<file path="config.mk">
export PLATFORM = sky130hd
export DESIGN_NAME = seg7_scan_driver
export DESIGN_NICKNAME = d
export VERILOG_FILES = /design/src/rtl/seg7_scan_driver.sv
export SDC_FILE = /design/constraint.sdc
export NUM_CORES = 1
export LEC_CHECK = 0
export CAP_MARGIN = 5
export CORE_ASPECT_RATIO = 0.7
export CORE_MARGIN = 2
export CORE_UTILIZATION = 43
export DETAILED_ROUTE_END_ITERATION = 16
export GPL_TIMING_DRIVEN = 0
export PLACE_DENSITY = 0.78
export SLEW_MARGIN = 40
export SYNTH_ARGS = -nofsm -noshare
export SYNTH_HDL_FRONTEND = slang
export SYNTH_SLANG_ARGS = --single-unit
</file>
<file path="constraint.sdc">
create_clock -name clk -period 5.7 [get_ports clk]
set_clock_uncertainty 0.1 [all_clocks]
set_input_delay 0.57 -clock clk [delete_from_list [all_inputs] [get_ports clk]]
set_output_delay 0.57 -clock clk [all_outputs]
set_load 0.1 [all_outputs]
</file>
<file path="src/rtl/seg7_scan_driver.sv">
// seg7_scan_driver: 4-digit multiplexed 7-seg driver with dead-time, per-frame latch, LZ blanking and blink
module seg7_scan_driver #(
  parameter int BLANK_TICKS = 1,
  parameter int SHOW_TICKS = 3,
  parameter int BLINK_TICKS = 250,
  parameter int AN_ACTIVE_LOW = 1,
  parameter int SEG_ACTIVE_LOW = 1
) (
  input  logic        clk,
  input  logic        clr_n,
  input  logic        tick,
  input  logic [15:0] value,
  input  logic [3:0]  dp_mask,
  input  logic [3:0]  blink_mask,
  input  logic        lz_blank,
  output logic [3:0]  an,
  output logic [6:0]  seg,
  output logic        dp,
  output logic        frame_start
);
  localparam int MAXT = BLANK_TICKS > SHOW_TICKS ? BLANK_TICKS : SHOW_TICKS;
  localparam int PW = MAXT > 1 ? $clog2(MAXT) : 1;
  localparam int BW = BLINK_TICKS > 1 ? $clog2(BLINK_TICKS) : 1;
  localparam logic [PW-1:0] B_LAST = PW'(BLANK_TICKS > 0 ? BLANK_TICKS - 1 : 0);
  localparam logic [PW-1:0] S_LAST = PW'(SHOW_TICKS - 1);
  localparam logic [BW-1:0] K_LAST = BW'(BLINK_TICKS - 1);
  localparam logic [0:0] ST_BLANK = 1'b0;
  localparam logic [0:0] ST_SHOW = 1'b1;
  localparam logic AN_INV = AN_ACTIVE_LOW != 0;
  localparam logic SEG_INV = SEG_ACTIVE_LOW != 0;
  logic [0:0]    state;
  logic [1:0]    digit, next_digit;
  logic [PW-1:0] phase;
  logic [BW-1:0] bcnt;
  logic          bhide;
  logic [15:0]   v_l;
  logic [3:0]    dp_l, bl_l, nib, an_raw;
  logic          lz_l, b_done, s_done, enter_show, latch, hide, on;
  logic [6:0]    dec, seg_raw;
  always_comb begin
    b_done = state == ST_BLANK && (BLANK_TICKS == 0 || phase == B_LAST);
    s_done = state == ST_SHOW && phase == S_LAST;
    next_digit = s_done ? digit + 2'd1 : digit;
    // with no dead-time a finished digit hands straight over to the next SHOW
    enter_show = tick && (b_done || (s_done && BLANK_TICKS == 0));
    latch = enter_show && next_digit == 2'd0;
  end
  always_comb begin
    nib = v_l[{digit, 2'b00} +: 4];
    case (nib)
      4'd0: dec = 7'b0111111;
      4'd1: dec = 7'b0000110;
      4'd2: dec = 7'b1011011;
      4'd3: dec = 7'b1001111;
      4'd4: dec = 7'b1100110;
      4'd5: dec = 7'b1101101;
      4'd6: dec = 7'b1111101;
      4'd7: dec = 7'b0000111;
      4'd8: dec = 7'b1111111;
      4'd9: dec = 7'b1101111;
      default: dec = 7'b1000000;
    endcase
    // a digit is a leading zero when it and everything to its left is zero
    hide = (lz_l && digit != 2'd0 && (v_l >> {digit, 2'b00}) == 16'h0) || (bhide && bl_l[digit]);
    on = state == ST_SHOW && !hide;
    an_raw = on ? 4'b0001 << digit : 4'b0000;
    seg_raw = on ? dec : 7'b0000000;
  end
  always_ff @(posedge clk) begin
    if (!clr_n) begin
      state <= ST_BLANK;
      digit <= 2'd0;
      phase <= '0;
      bcnt <= '0;
      bhide <= 1'b0;
      v_l <= 16'h0;
      dp_l <= 4'h0;
      bl_l <= 4'h0;
      lz_l <= 1'b0;
      an <= {4{AN_INV}};
      seg <= {7{SEG_INV}};
      dp <= SEG_INV;
      frame_start <= 1'b0;
    end else begin
      frame_start <= latch;
      an <= an_raw ^ {4{AN_INV}};
      seg <= seg_raw ^ {7{SEG_INV}};
      dp <= (on && dp_l[digit]) ^ SEG_INV;
      if (tick) begin
        bcnt <= bcnt == K_LAST ? '0 : bcnt + 1'b1;
        bhide <= bcnt == K_LAST ? ~bhide : bhide;
        state <= enter_show ? ST_SHOW : s_done ? ST_BLANK : state;
        phase <= b_done || s_done ? '0 : phase + 1'b1;
        digit <= next_digit;
      end
      if (latch) begin
        v_l <= value;
        dp_l <= dp_mask;
        bl_l <= blink_mask;
        lz_l <= lz_blank;
      end
    end
  end
endmodule

</file>
==> reports/summary.log <==
[global_routing] overall track demand over capacity in global routing 17.08%
[finish] signed area change from the synthesized netlist to the final layout 21.73%
[power] combinational share of power 19.0%
[die] number of cell rows 22
[power] portion of total power attributed to sequential cells 54.4%
[timing] fmax 392.3 MHz
[placed_design] Port Buf Inserts 40
[logic_synthesis] Syn Inst Count 251
[finish] number of antenna cells inserted 0
[logic_synthesis] area share of the leading cell type in the synthesized netlist 44.97%
[clocking] setup fix buffers added after clock tree synthesis 0
[timing] final setup fails 0
[critical_path] data required time at the worst endpoint 5.82 ns
[timing] Least-Margin Pin Slew 0.5913 ns
[timing] fraction of the cycle the final worst path needs 44.72%
[logic_synthesis] number of unique standard cell types used by synthesis 32
[logic_synthesis] count of state elements after synthesis 52
[logic_synthesis] post-synthesis sequential area ratio 44.97%
[logic_synthesis] Yosys warning total 0
[clocking] count of instances resized after the clock tree is built 0
[finish] fraction of final layout cells with drive strength greater than 1 12.08%
[power] switching share of power 28.87%
[clocking] TritonCTS clock tree done
[route] Detailed Route WL 4777 um
[power] pwr/cell area 260.2 nW/um2
[clocking] Clk Latency, worst-skew pair 0.30 ns
[outcome] status complete, no violations
[power] Design Power 0.0007333 W
[logic_synthesis] cell area after synthesis 2315 um2
[logic_synthesis] Top FF cell, synth dfxtp_1
[route] DRC violation count after routing 0
[logic_synthesis] largest area contributor in the netlist dfxtp_1
[clocking] CTS clock-pin slew for the worst setup and hold paths 0.08 ns
[route] wire per inst 12.91 um
[finish] most frequent standard cell in the layout excluding fill and tap cells nand2_1
[route] number of vias per cell 5.019
[critical_path] CP Data Arrival Time 2.67 ns
[global_routing] number of antenna violations at the first check in global routing 0
[logic_synthesis] nets in the synthesized netlist 292
[logic_synthesis] ranking of synthesized cells by area dfxtp_1, nand2_1, a21boi_0
[worst_hold_path] type of the most critical hold path register to register
[logic_synthesis] async set-or-reset flop fraction in the synthesized netlist 0%
[critical_path] worst-path maximum fanout 10
[global_routing] wire length of the first global-routing pass 8038 um
[global_routing] final global-route overflow total 0
[clocking] clock tree buffer depth 2
[route] post-route ant nets 0
[critical_path] startpoint-to-endpoint class of the critical path register to register
[power] Clk pwr share 26.6%
[placed_design] total half-perimeter wirelength after legalization and detailed placement 3625 um
[clocking] sink count of the clock tree 52
[clocking] CTS buffer count 5
[logic_synthesis] EDFF count, synth 0
[critical_path] startpoint type of the worst setup path register
[placed_design] Routability Congestion 0.8034
[global_routing] number of global-route vias before repair 1781
[power] internal power of the cells 0.0005216 W
[timing] hold violation total from the final report 0
[die] initial cell density of the core 44.49%
[finish] Net count, final 339
[timing] setup repair after global routing missed its margin false
[timing] worst slew margin relative to its limit 60.32%
[power] static leakage power 1.037 nW
[route] first-pass iteration count of the detailed router 4
[die] overall die width 91.70 um
[die] Placeable Area 5202 um2
[power] Worst IR Drop VDD 0.0001046 V
[route] number of DRC violations after detailed-routing iteration 0 71
[job] count of maximum capacitance violations 0
[critical_path] type of destination of the critical path register
[clocking] H-tree level count 2
[clocking] CTS Root Cell clkbuf_8
[clocking] Post-CTS Hold Buffers 0
[die] number of ports placed on the die boundary 41
[route] total vias in the final route 1857
[timing] setup total negative slack 0 ns
[power] net switching component of the power 0.0002117 W
[timing] Final Max Tran Viols 0
[logic_synthesis] syn_area_per_cell 9.222 um2
[timing] fin crit period 2.549 ns
[finish] highest-count cells in the layout ignoring fill and taps nand2_1, dfxtp_1, clkdlybuf4s50_1
[global_routing] maximum number of pins on one net before global-route repair 15
[die] die area 5995 um2
[die] chip height 65.39 um
## kinds of logic after synthesis
logic type / count (synthesis) / share of synthesized area (%)
buf+inv: 21 / 4.270
compound gates: 48 / 14.00
xor+xnor: 5 / 1.892
flops: 52 / 44.97
mux: 10 / 7.568
fa+ha+maj: 13 / 7.027
simple gates: 102 / 20.27
## power by group through the flow
stage | Clock [W] | Sequential (W) | Combinational, W
6_report | 0.000195 | 0.000399 | 0.000139
5_1_grt | 0.000222 | 0.000402 | 0.000153
4_1_cts | 0.000203 | 0.000399 | 0.000140
3_5_place_dp | 0 | 0.000407 | 0.000140
3_3_place_gp | 0 | 0.000406 | 0.000141
2_1_floorplan | 0 | 0.000436 | 0.0000659
## path summary, 6_finish.rpt
path	start	end	slack [ns]	cells after the start
max	digit[0]	seg[0]	3.15	10
min	bl_l[3]	bl_l[3]	0.37	2
max reg2reg	digit[0]	seg[0]	3.15	10
min reg2reg	bl_l[3]	bl_l[3]	0.37	2
## synth_stat cells (2+ instances only)
master    instances
dfxtp_1          52
nand4b_1          2
or3_1             4
mux4_2            6
a21boi_0         24
nor2_1            9
xnor2_1           2
nand4_1           5
a21oi_1           6
o211ai_1          3
xor2_1            3
nand3_1           4
clkbuf_1          3
buf_2             7
ha_1             13
nand2_1          64
nor2b_1           4
a211oi_1          2
nor4_1            3
mux2i_1           4
o21ai_0           7
a21boi_1          3
inv_1             9
and2_1            3
o21ai_1           2
## worst max-delay path, cell delays in order (launching register included)
cell and delay (ns):
dfxtp_1 0.38, buf_6 0.19, mux4_2 0.58, inv_1 0.12, ha_1 0.22, nor4b_1 0.24
nand2_1 0.10, a211oi_1 0.20, nor2_1 0.08, buf_4 0.17, o211ai_1 0.08
## layout make-up
cell class,instances,area [um2]
multi-input cells,178,1175
flip-flops and latches,52,1041
clock inverters,1,5.005
well taps,72,90.09
fillers,490,2385
repair buffers,40,335.3
plain buffers,12,65.06
inverters,9,33.78
clock buffers,6,72.57
## registers in the layout (all words and copies together), names as in the netlist, 2 cells and up
signal,count
an,4
bcnt,8
bl_l,4
digit,2
dp_l,4
phase,2
seg,7
v_l,16
## metrics by stage
| step | instances | worst slack (ns) | utilization [%] | hold WS, ns | area, um2 |
|---|---|---|---|---|---|
| final | 370 | 3.151 | 54.16 | 0.3671 | 2818 |
| after global routing | 370 | 2.944 | 54.16 | 0.4037 | 2818 |
| after CTS | 370 | 3.135 | 54.16 | 0.3686 | 2818 |
| after detailed placement | 363 | 3.146 | 52.67 | 0.3564 | 2740 |
| after global placement | 363 | 3.211 | 53.92 | 0.3506 | 2805 |
| after floorplan | 251 | 3.388 | - | 0.3217 | 2315 |
## routing by layer
metal	GRT usage [%]	vias to the layer above	part of all wire (%)
met1	22.68	863	49
met4	6.903	0	1.9
met3	3.784	9	5.5
met5	0	-	0
li1	-	943	-
met2	27.30	42	44
No activity file was read; power rests on OpenSTA's default activity.
